<file path="src/rtl/dw_conv_sched.sv">
// Depthwise 3x3 convolution window scheduler: walks output positions (oh, ow, ch),
// emits one window command per step with its padding mask, and throttles on outstanding results.
module dw_conv_sched #(
   parameter int DIM_W        = 8,
   parameter int CH_W         = 10,
   parameter int MAX_INFLIGHT = 4
) (
   input  logic             clk,
   input  logic             rst_n,
   input  logic             start,
   input  logic [DIM_W-1:0] cfg_h,
   input  logic [DIM_W-1:0] cfg_w,
   input  logic [CH_W-1:0]  cfg_c,
   input  logic             cfg_stride2,
   output logic             busy,
   output logic             done,
   output logic             cfg_err,
   output logic             cmd_valid,
   input  logic             cmd_ready,
   output logic [DIM_W-1:0] cmd_row,
   output logic [DIM_W-1:0] cmd_col,
   output logic [CH_W-1:0]  cmd_ch,
   output logic [8:0]       cmd_pad_mask,
   output logic             cmd_last,
   input  logic             rsp_fire
);

   typedef enum logic [1:0] {S_IDLE, S_ISSUE, S_DRAIN} state_t;

   localparam logic [3:0] MAX_IF = 4'(MAX_INFLIGHT);

   state_t           state_q, state_d;
   logic [DIM_W-1:0] h_q, h_d, w_q, w_d;
   logic [DIM_W-1:0] ohmax_q, ohmax_d, owmax_q, owmax_d;
   logic [DIM_W-1:0] oh_q, oh_d, ow_q, ow_d;
   logic [CH_W-1:0]  cmax_q, cmax_d, ch_q, ch_d;
   logic             s2_q, s2_d;
   logic [3:0]       infl_q, infl_d;
   logic             done_q, done_d, err_q, err_d;

   logic             issue, valid_w, fire, rsp_ok, cfg_ok;
   logic             ch_wrap, ow_wrap, oh_wrap, last_pos;
   logic [DIM_W-1:0] row, col;
   logic [2:0]       row_out, col_out;
   logic [8:0]       mask;

   assign cfg_ok  = (cfg_h != '0) && (cfg_w != '0) && (cfg_c != '0);
   assign issue   = (state_q == S_ISSUE);
   assign valid_w = issue && (infl_q < MAX_IF);
   assign fire    = valid_w && cmd_ready;
   assign rsp_ok  = rsp_fire && (infl_q != 4'd0);

   assign ch_wrap  = (ch_q == cmax_q);
   assign ow_wrap  = (ow_q == owmax_q);
   assign oh_wrap  = (oh_q == ohmax_q);
   assign last_pos = ch_wrap && ow_wrap && oh_wrap;

   assign row = s2_q ? {oh_q[DIM_W-2:0], 1'b0} : oh_q;
   assign col = s2_q ? {ow_q[DIM_W-2:0], 1'b0} : ow_q;

   // Centre never leaves the map, so only the first/last row and column can spill over.
   assign row_out = {(row == h_q - DIM_W'(1)), 1'b0, (row == '0)};
   assign col_out = {(col == w_q - DIM_W'(1)), 1'b0, (col == '0)};

   always_comb begin
      mask = '0;
      for (int ky = 0; ky < 3; ky++) begin
         for (int kx = 0; kx < 3; kx++) begin
            mask[ky*3+kx] = row_out[ky] | col_out[kx];
         end
      end
   end

   always_comb begin
      infl_d = infl_q;
      if (fire && !rsp_ok)      infl_d = infl_q + 4'd1;
      else if (!fire && rsp_ok) infl_d = infl_q - 4'd1;
   end

   always_comb begin
      state_d = state_q;
      h_d     = h_q;
      w_d     = w_q;
      cmax_d  = cmax_q;
      s2_d    = s2_q;
      ohmax_d = ohmax_q;
      owmax_d = owmax_q;
      oh_d    = oh_q;
      ow_d    = ow_q;
      ch_d    = ch_q;
      done_d  = 1'b0;
      err_d   = 1'b0;
      case (state_q)
         S_IDLE: begin
            if (start) begin
               if (cfg_ok) begin
                  h_d     = cfg_h;
                  w_d     = cfg_w;
                  cmax_d  = cfg_c - CH_W'(1);
                  s2_d    = cfg_stride2;
                  // (n+1)/2 - 1 == (n-1)/2 for n >= 1
                  ohmax_d = cfg_stride2 ? (cfg_h - DIM_W'(1)) >> 1 : cfg_h - DIM_W'(1);
                  owmax_d = cfg_stride2 ? (cfg_w - DIM_W'(1)) >> 1 : cfg_w - DIM_W'(1);
                  oh_d    = '0;
                  ow_d    = '0;
                  ch_d    = '0;
                  state_d = S_ISSUE;
               end else begin
                  err_d = 1'b1;
               end
            end
         end
         S_ISSUE: begin
            if (fire) begin
               if (last_pos) begin
                  state_d = S_DRAIN;
               end else if (!ch_wrap) begin
                  ch_d = ch_q + CH_W'(1);
               end else begin
                  ch_d = '0;
                  if (!ow_wrap) begin
                     ow_d = ow_q + DIM_W'(1);
                  end else begin
                     ow_d = '0;
                     oh_d = oh_q + DIM_W'(1);
                  end
               end
            end
         end
         S_DRAIN: begin
            if (infl_d == 4'd0) begin
               done_d  = 1'b1;
               state_d = S_IDLE;
            end
         end
         default: state_d = S_IDLE;
      endcase
   end

   always_ff @(posedge clk or negedge rst_n) begin
      if (!rst_n) begin
         state_q <= S_IDLE;
         h_q     <= '0;
         w_q     <= '0;
         cmax_q  <= '0;
         s2_q    <= 1'b0;
         ohmax_q <= '0;
         owmax_q <= '0;
         oh_q    <= '0;
         ow_q    <= '0;
         ch_q    <= '0;
         infl_q  <= '0;
         done_q  <= 1'b0;
         err_q   <= 1'b0;
      end else begin
         state_q <= state_d;
         h_q     <= h_d;
         w_q     <= w_d;
         cmax_q  <= cmax_d;
         s2_q    <= s2_d;
         ohmax_q <= ohmax_d;
         owmax_q <= owmax_d;
         oh_q    <= oh_d;
         ow_q    <= ow_d;
         ch_q    <= ch_d;
         infl_q  <= infl_d;
         done_q  <= done_d;
         err_q   <= err_d;
      end
   end

   assign busy         = (state_q != S_IDLE);
   assign done         = done_q;
   assign cfg_err      = err_q;
   assign cmd_valid    = valid_w;
   assign cmd_row      = issue ? row : '0;
   assign cmd_col      = issue ? col : '0;
   assign cmd_ch       = issue ? ch_q : '0;
   assign cmd_pad_mask = issue ? mask : '0;
   assign cmd_last     = issue && last_pos;

endmodule
</file>
<file path="config.mk">
export PLATFORM = sky130hd
export DESIGN_NAME = dw_conv_sched
export DESIGN_NICKNAME = d
export VERILOG_FILES = /design/src/rtl/dw_conv_sched.sv
export SDC_FILE = /design/constraint.sdc
export NUM_CORES = 1
export LEC_CHECK = 0
export ABC_AREA = 1
export BUFFER_PORTS_ARGS = -buffer_cell sky130_fd_sc_hd__buf_2
export CORE_MARGIN = 1.5
export CORE_UTILIZATION = 33
export CTS_BUF_LIST = sky130_fd_sc_hd__clkbuf_4 sky130_fd_sc_hd__clkbuf_8
export CTS_CLUSTER_DIAMETER = 100
export CTS_CLUSTER_SIZE = 10
export DETAILED_ROUTE_END_ITERATION = 10
export MAX_ROUTING_LAYER = met4
export PLACE_DENSITY = 0.54
export SYNTH_ARGS = -nofsm -noshare
export SYNTH_HDL_FRONTEND = slang
export SYNTH_SLANG_ARGS = --single-unit
</file>
<file path="constraint.sdc">
create_clock -name clk -period 2 [get_ports clk]
set_clock_uncertainty 0.1 [all_clocks]
set_input_delay 0.3 -clock clk [delete_from_list [all_inputs] [get_ports clk]]
set_output_delay 0.3 -clock clk [all_outputs]
set_load 0.01 [all_outputs]
</file>
## After elaboration in Yosys (flattened, before gate mapping)

Cells that the tools add are included.

- Bits of input ports: 32
- Output and inout bits: 40
- Register bits after elaboration: 77
- Logic and storage cells: 109

- Bitwise logic cells: 4
- Equality and inequality tests: 15
- $add $sub $neg: 10
- $lt $le $gt $ge: 1
- Muxes and demuxes: 39
- Reduce and logical (&&, ||, !) cells: 27

Operators by type and width:

| operator | count |
|---|---|
| 2-to-1 mux 8 bit | 16 |
| 2-to-1 mux 10 bit | 6 |
| == test 8 bit | 4 |
| case mux 8 bit (2 select lines) | 2 |
| subtractor 8 x 1 -> 8 bit, second input constant | 4 |
| case mux 10 bit (2 select lines) | 1 |
| adder 8 x 1 -> 8 bit, second input constant | 2 |
| zero test 8 bit | 2 |
| nonzero test 8 bit | 2 |
| adder 10 x 1 -> 10 bit, second input constant | 1 |
| == test 10 bit | 1 |
| logical AND 1 bit | 10 |
| 2-to-1 mux 2 bit | 5 |
| AND reduction 5 bit | 2 |
| nonzero test 10 bit | 1 |
| subtractor 10 x 1 -> 10 bit, second input constant | 1 |
| 2-to-1 mux 9 bit | 1 |
| 2-to-1 mux 4 bit | 2 |
| != test 2 x 1 -> 1 bit, second input constant | 4 |
| != test 2 bit, second input constant | 4 |
| AND reduction 7 bit | 1 |
| case mux 2 bit (3 select lines) | 1 |
| AND reduction 6 bit | 1 |
| 2-to-1 mux 1 bit | 5 |
| other kinds (12) | 17 |

## Logic depth before layout (Yosys ltp)

Gate-level depths: netlist of the first run.

- Depth in word-level cells: 10
- Gate-level depth with buffers: 13
- Depth with buffers taken out: 13

## Worst setup path after synthesis of the first run

No wires, ideal clock.

- Kind: register to output
- Start point: register s2_q
- End point: output port cmd_pad_mask[6]
- Cell stages (with the launch flop): 8
- Slack: -143 ps
- Buffers on the path: 2
- Data required time: 1,600 ps
- Arrival time: 1,743 ps
- Cell sequence: dfrtp_1 buf_2 buf_2 o21ai_0 inv_1 nor4_1 inv_1 nand2_1

- Longest elaborated chain between the ends: 4
- Elaborated cells on any way between the ends: 6
- Classes of those cells: eq/ne (1); mux (3); bitwise (1); reduce/logical (1)

RTL lines:

| item | line | text |
|---|---|---|
| from (decl) | 37 | `logic s2_q, s2_d;` |
| from (signal assigned) | 146 | `s2_q <= 1'b0;` |
| from (signal assigned) | 160 | `s2_q <= s2_d;` |
| 2-to-1 mux 8 bit, on equally long branches | 58, 59 |  |
| == test 8 bit or zero test 8 bit (tied branches) | 62, 63 |  |
| OR 1 bit * | 69 | `mask[ky*3+kx] = row_out[ky] \| col_out[kx];` |
| 2-to-1 mux 9 bit * | 179 | `assign cmd_pad_mask = issue ? mask : '0;` |
| to (decl) | 23 | `output logic [8:0] cmd_pad_mask,` |

Every way passes the cells marked *; elsewhere a longest branch is shown, timed or not.

## Final worst setup path of the first run

- Start point: register s2_q
- End point: output port cmd_pad_mask[2]

- Longest elaborated chain between the ends: 4
- Elaborated cells on any way between the ends: 6
- Classes of those cells: eq/ne (1); mux (3); bitwise (1); reduce/logical (1)

RTL lines:

| item | line |
|---|---|
| 2-to-1 mux 8 bit, on equally long branches | 59, 58 |
| == test 8 bit or zero test 8 bit (tied branches) | 63, 62 |
| OR 1 bit * | 69 |
| 2-to-1 mux 9 bit * | 179 |

Marks and branches as above.

==> results.md, run 1 <==
* Largest buffer count on any clock path at 2
* Clk sinks at 77
* Met2 Usage GRT at 26.53%
* Hold_sp: cfg_c[0]
* M3 GR Usage at approximately 3.2%
* Internal power at approximately 4.7 mW
* Core box area at around 0.016 mm^2
* Distinct cells, synth at 41
* GRT met1 Usage at a little over a quarter
* Final ANT Viol Nets at 0
* Antenna violations before repair at 0
* I/O pin count at 72
* Total GRT Usage at 18.55%
* Hold Path Stages at 2
* H-tree depth at 3
* Slew Limit Fails at 0
* Final #Nets at 991
* MaxCap Viol Count at 0
* Final core occ at between 40% and 50%
* Post-DP HPWL at ~12 mm
* Part of the Yosys area used for sequential elements at 34.86%
* Switching Fraction at 42.42%
* Buffers added on ports at 70
* Crit path time final at between 2 and 2.5 ns
* Num CTS Buffers at 9
* Crit path cell chain: clkbuf_16 > o21ai_0 > inv_1 > xor2_1 > nand3_2 > o21ai_1 > buf_2
* Chip Height at between 100 and 150 um
* Register-to-Register Path Depth at 11
* Initial Utilization at 33.57%
* Failing checks: negative setup slack
* Number of synthesized flops with an enable pin at 0
* CP Launch Type: register
* Die area at approximately 0.018 mm^2
* Fin crit share at 124.4%
* Setup_tns at -3.895 ns
* Top FF cell, synth: dfrtp_1
* Vias at approximately 5400
* Syn_nets at between 800 and 900
* CP max-delay cell: dfrtp_2
* Final hold violation count at 0
* Post-Synthesis Cell Area at ~0.0055 mm^2
* Layout cells sized above 1 at 32.28%
* Outcome: complete, but fails checks
* First-pass GRT wire length at 25.25 mm
* CTS Root Cell: clkbuf_8
* Clock power frac at between 15 and 20%
* Worst skew pair latency at between 0.3 and 0.4 ns
* Die width at roughly 130 um
* CTS tree: yes
* WL/cell at approximately 13 um
* GRT overflow at 0
* Endpoint, Worst Hold: cmax_q[0]
* Crit path max-delay family: flip-flops
* Final setup viols at 15
* F_max at 401.9 MHz
* Avg Cell Area, Syn at 7.042 um^2
* Synth Register Bits at 77
* Clk slew on worst S/H paths at roughly 0.090 ns
* Gp weighted congestion at a little under 0.9
* Sequential power share at between 30% and 40%
* Filler instances at approximately 1800
* R2R Path Start: state_q[1]
* Yosys Warn Count at 0
* WL final at approximately 16 mm
* DR DRC count at 0
* Sw Pwr at 3.455 mW
* Leak Pwr at between 3 and 4 nW
* ANT cells at 0
* VDD IR max at about 0.00043 V
* Detailed Route Iter0 Violations at 390
* Design Power at about 8 mW
* Most common cell after layout, fill and taps aside: nand2_1
* Biggest cell delay along the critical path at around 0.48 ns
* Vias/cell at approximately 4.6
* Rows at 47
* Crit path kind: register to output pin
* Hold Path Class: input port to register
* Worst setup margin at -0.4884 ns
* Synth Instances at a little under 800
* Worst endpoint required time at roughly 1.6 ns
* Iteration count of the initial detailed-routing pass at 5
* Area Growth Syn to Fin at 36.60%
* Critical path buffers and inverters at 3
* Largest net degree at the start of global routing at 35
* Worst path arrival time at ~2.1 ns
* Reg2reg setup slack at approximately 0.04 ns
* Async SR Flop Fraction at between 90% and 100%
* Worst r2r dst: ow_q[2]
* Busiest layer in global routing: met1
* Combinational power share at 52.3%
* Vias in the first global route at about 5000
* Most frequent cells in the layout: nand2_1, buf_4, inv_1
* Crit-path max FO at 7
* Pwr/cell area at 1079 mW/mm^2
* Crit. End Element: output pin
* RSZ-0062 raised after global routing: true
==> per-stage QoR <==
step,hold WS (ns),setup WS (ns),instances,instance area [um^2]
final,0.05451,-0.4884,1171,7551
after global routing,0.06180,-0.6081,1171,7551
after CTS,0.03952,-0.3577,1150,7082
after detailed placement,0.1205,-0.1297,1126,6648
after global placement,0.1142,-0.09104,1126,6648
after floorplan,-0.09559,0.02363,785,5534
==> routing by layer <==
metal	share of wire [%]	vias up	wire, um
li1	-	2812	-
met1	52	2496	8130
met2	43	102	6790
met3	3.1	19	490
met4	1.8	0	284
met5	0	-	0
==> repair_timing <==
action                                  in CTS  in global routing
endpoints found under the hold margin       21                  0
endpoints found under the setup margin      19                 56
resized for setup                           42                 77
pin swaps                                   12                 22
hold buffers                                 2                  0
setup buffers                                6                 19
gates cloned                                 0                  4
==> cells by family (layout without fill, tap and decap cells) <==
group / Yosys count / count (layout) / share of synthesized area (%)
xor gates and xnor gates: 66 / 66 / 10.46
and+or+nand+nor: 411 / 413 / 32.96
DFF: 77 / 77 / 34.86
buffers and inverters: 125 / 289 / 9.144
AOI/OAI and AO/OA: 92 / 92 / 9.575
adders and majority gates: 13 / 13 / 2.943
other: 1 / 1 / 0.06784
==> state kept, by name (all words and copies together), names as in the netlist <==
| register | cells |
|---|---|
| cfg_err | 1 |
| ch_q | 10 |
| cmax_q | 10 |
| done | 1 |
| h_q | 8 |
| infl_q | 4 |
| oh_q | 8 |
| ohmax_q | 8 |
| ow_q | 8 |
| owmax_q | 8 |
| s2_q | 1 |
| state_q | 2 |
| w_q | 8 |
==> synth_stat cells, types with 4 or more instances <==
master	n	share of area, %
nand2_1	221	15
inv_1	85	5.8
nor2_1	84	5.7
dfrtp_1	77	35
o21ai_0	57	5.2
xor2_1	39	6.2
nand3_1	34	3.1
nand4_1	28	3.2
xnor2_1	27	4.3
nor3_1	15	1.4
o21ai_1	14	1.3
ha_1	13	2.9
inv_2	13	0.88
clkbuf_1	11	0.75
buf_2	10	0.91
o21ai_2	8	1.3
nor2_4	6	1.2
a21oi_1	4	0.36
nand2_2	4	0.45
o211ai_1	4	0.54
==> power by group through the flow <==
stage          Combinational (mW)  Sequential, mW  Clock [mW]
6_report                     4.26            2.49        1.40
5_1_grt                      4.75            2.55        1.51
4_1_cts                      3.72            2.45        1.44
3_5_place_dp                 3.52            2.45           0
3_3_place_gp                 3.48            2.45           0
2_1_floorplan                2.39            2.31           0
==> final cells by class <==
type                            count  area (um^2)  area share [%]
Clock buffer                       10        137.6           1.823
Clock inverter                      6        93.84           1.243
Inverter                           98        370.4           4.905
Multi-Input combinational cell    585         3462           45.85
Sequential cell                    77         1931           25.57
Tap cell                          220        275.3           3.645
Timing Repair Buffer              175         1281           16.97
==> worst max path at each step <==
stage / startpoint / cells after the start / slack [ns] / to
floorplan: s2_q / 7 / 0.02 / cmd_pad_mask[6]
global placement: s2_q / 8 / -0.09 / cmd_pad_mask[8]
detailed placement: s2_q / 7 / -0.13 / cmd_pad_mask[2]
CTS: s2_q / 9 / -0.36 / cmd_pad_mask[2]
global route: s2_q / 7 / -0.61 / cmd_pad_mask[2]
finish: s2_q / 7 / -0.49 / cmd_pad_mask[2]
No activity file was read; power rests on OpenSTA's default activity.
==> inputs of run 2 (changes only) <==
--- a/config.mk
+++ b/config.mk
@@ -7,6 +7,7 @@
 export LEC_CHECK = 0
 export ABC_AREA = 1
 export BUFFER_PORTS_ARGS = -buffer_cell sky130_fd_sc_hd__buf_2
+export CORE_ASPECT_RATIO = 1.25
 export CORE_MARGIN = 1.5
 export CORE_UTILIZATION = 33
 export CTS_BUF_LIST = sky130_fd_sc_hd__clkbuf_4 sky130_fd_sc_hd__clkbuf_8
==> run 2 against run 1 <==
Effect of this change: critical path depth is 3 higher; critical path type unchanged; the run still ends with negative setup slack left; power is 2.6% higher; clock power is 6% higher; flip-flop and latch count stayed put; clock-buffer cell count stayed put.
==> results.md, run 2 (synthesis results as in run 1) <==
* Placed Instances at 1132 (+0.53%)
* Detailed Route Iter0 Violations at 191 (-51%)
* Most frequent cells in the layout: nand2_1, buf_4, inv_1
* Chip Height at 147.7 um (+12%)
* Final non-filler cell total at 1183 (+1.0%)
* Buffers added on ports at 70 (unchanged)
* VDD IR max at 0.0005384 V (+26%)
* Core box area at 0.01627 mm^2 (-1.2%)
* Crit path time final at 2.392 ns (-0.09649 ns)
* RSZ-0062 raised after global routing: true
* Initial Utilization at 33.98% (+0.41 points)
* I/O pin count at 72 (unchanged)
* Total GRT Usage at 19.33% (+0.78 points)
* Vias in the first global route at 5254 (+5.3%)
* Post-Place Setup Slack at -0.1915 ns (-0.06183 ns)
* Num CTS Buffers at 9 (unchanged)
* Layout cells sized above 1 at 35.26% (+3.0 points)
* Hold Path Class: input port to register
* Final hold violation count at 0 (unchanged)
* Area Growth Syn to Fin at 40.99%
* Worst setup margin at -0.3920 ns (+0.09649 ns)
* DR DRC count at 0 (unchanged)
* Failing checks: negative setup slack
* Antenna violations before repair at 0 (unchanged)
* Worst endpoint required time at 1.60 ns (about the same)
* Rows at 52 (+11%)
* Crit path kind: register to output pin
* Final ANT Viol Nets at 0 (unchanged)
* ANT cells at 0 (unchanged)
* H-tree depth at 3 (unchanged)
* Crit. End Element: output pin
* First-pass GRT wire length at 26.23 mm (+3.9%)
* Fin crit share at 119.6% (-4.8 points)
* Largest net degree at the start of global routing at 40 (+14%)
* Iteration count of the initial detailed-routing pass at 5 (unchanged)
* Final setup viols at 12 (-3)
* Placed Area at 0.006718 mm^2 (+1.1%)
* Final core occ at 47.92% (+2.1 points)
* Leak Pwr at 3.904 nW (+3.8%)
* CP Launch Type: register
* Worst skew pair latency at 0.37 ns (about the same)
* Vias/cell at 4.604 (-0.69%)
* Die width at 118.8 um (-10%)
* Largest buffer count on any clock path at 2 (unchanged)
* Outcome: complete, but fails checks
* Hold_ws at 0.06033 ns (+0.005825 ns)
* F_max at 418.1 MHz (+4.0%)
* Most common cell after layout, fill and taps aside: nand2_1
* Design Power at 8.356 mW (+2.6%)
* CTS tree: yes
* Slew Limit Fails at 0 (unchanged)
* Gp weighted congestion at 0.8730 (-0.11%)
* CP startpoint: w_q[2]
* Setup_tns at -2.670 ns (+1.225 ns)
* Regs by FF count: ch_q (10), cmax_q (10)
* Post-DP HPWL at 11.82 mm (+0.81%)
* Crit-path max FO at 4 (-3)
* Hold_sp: cfg_c[0]
* Worst path arrival time at 1.99 ns (-0.10 ns)
* Fin area at 0.007794 mm^2 (+3.2%)
* R2R Path Start: state_q[1]
* Die area at 0.01754 mm^2 (about the same)
* WL/cell at 13.47 um (+0.47%)
* Final #Nets at 1007 (+1.6%)
* Pwr/cell area at 1072 mW/mm^2 (-0.60%)
* CTS Root Cell: clkbuf_8
* MaxCap Viol Count at 0 (unchanged)
* WL final at 15.93 mm (+1.5%)
* Clk slew on worst S/H paths at 0.09 ns (about the same)
* Clk sinks at 77 (unchanged)
* Vias at 5447 (+0.33%)
* GRT overflow at 0 (unchanged)
## run 2: changes by cell type in the layout (fill, tap and decap cells not counted), sizes merged
cell | previous run | this run
buf | 172 | 189
bufbuf | 0 | 1
bufinv | 2 | 3
clkinv | 1 | 2
dlygate4sd3 | 2 | 1
inv | 100 | 98
nand2 | 230 | 229
## run 2: layout make-up
type / instances / area [um^2]
fill: 1654 / 8472
clock inverter: 6 / 111.4
multi-input combinational: 584 / 3486
tap: 216 / 270.3
timing repair buffer: 192 / 1490
sequential: 77 / 1937
inverter: 98 / 367.9
clock buffer: 10 / 131.4
## run 2: path summary, 6_finish.rpt
| check | depth (start not counted) | to | slack, ns |
|---|---|---|---|
| min | 2 | cmax_q[0] | 0.06 |
| min in group asynchronous | 2 | h_q[3] | 0.29 |
| max in group asynchronous | 3 | ow_q[3] | 0.98 |
| max reg2reg | 11 | ch_q[7] | -0.03 |
| max | 10 | cmd_pad_mask[8] | -0.39 |
| min reg2reg | 2 | cmax_q[5] | 0.42 |
## run 2: per-layer routing
layer  part of all wire [%]  up-vias  global-route usage [%]  wire (um)
met2                     48       78                   30.35       7599
met1                     48     2518                   26.17       7681
met4                    1.5        0                   5.904        236
met3                    2.6       13                   2.431        415
met5                      0        -                       -          0
li1                       -     2838                       -          -
## run 2: repair_timing
item	4_1_cts	5_1_grt
resized for setup	53	93
setup endpoints to repair	35	71
setup buffers	14	18
endpoints found under the hold margin	25	0
pin swaps	15	20
hold buffers	1	0
cloned	1	2
## run 2: critical path, stage by stage (launching register included)
cell	delay (ns)
dfrtp_2	0.46
nor2_2	0.17
nand2_4	0.08
xnor2_2	0.19
inv_1	0.06
nand2_1	0.06
o21ai_1	0.06
nor2_1	0.14
nand3_2	0.14
o21ai_1	0.14
buf_2	0.14
## run 2: where the power goes
group / switching, mW / total (mW) / internal [mW]
logic: 2.34 / 4.41 / 2.07
registers: 0.462 / 2.45 / 1.99
clock network: 0.648 / 1.49 / 0.844
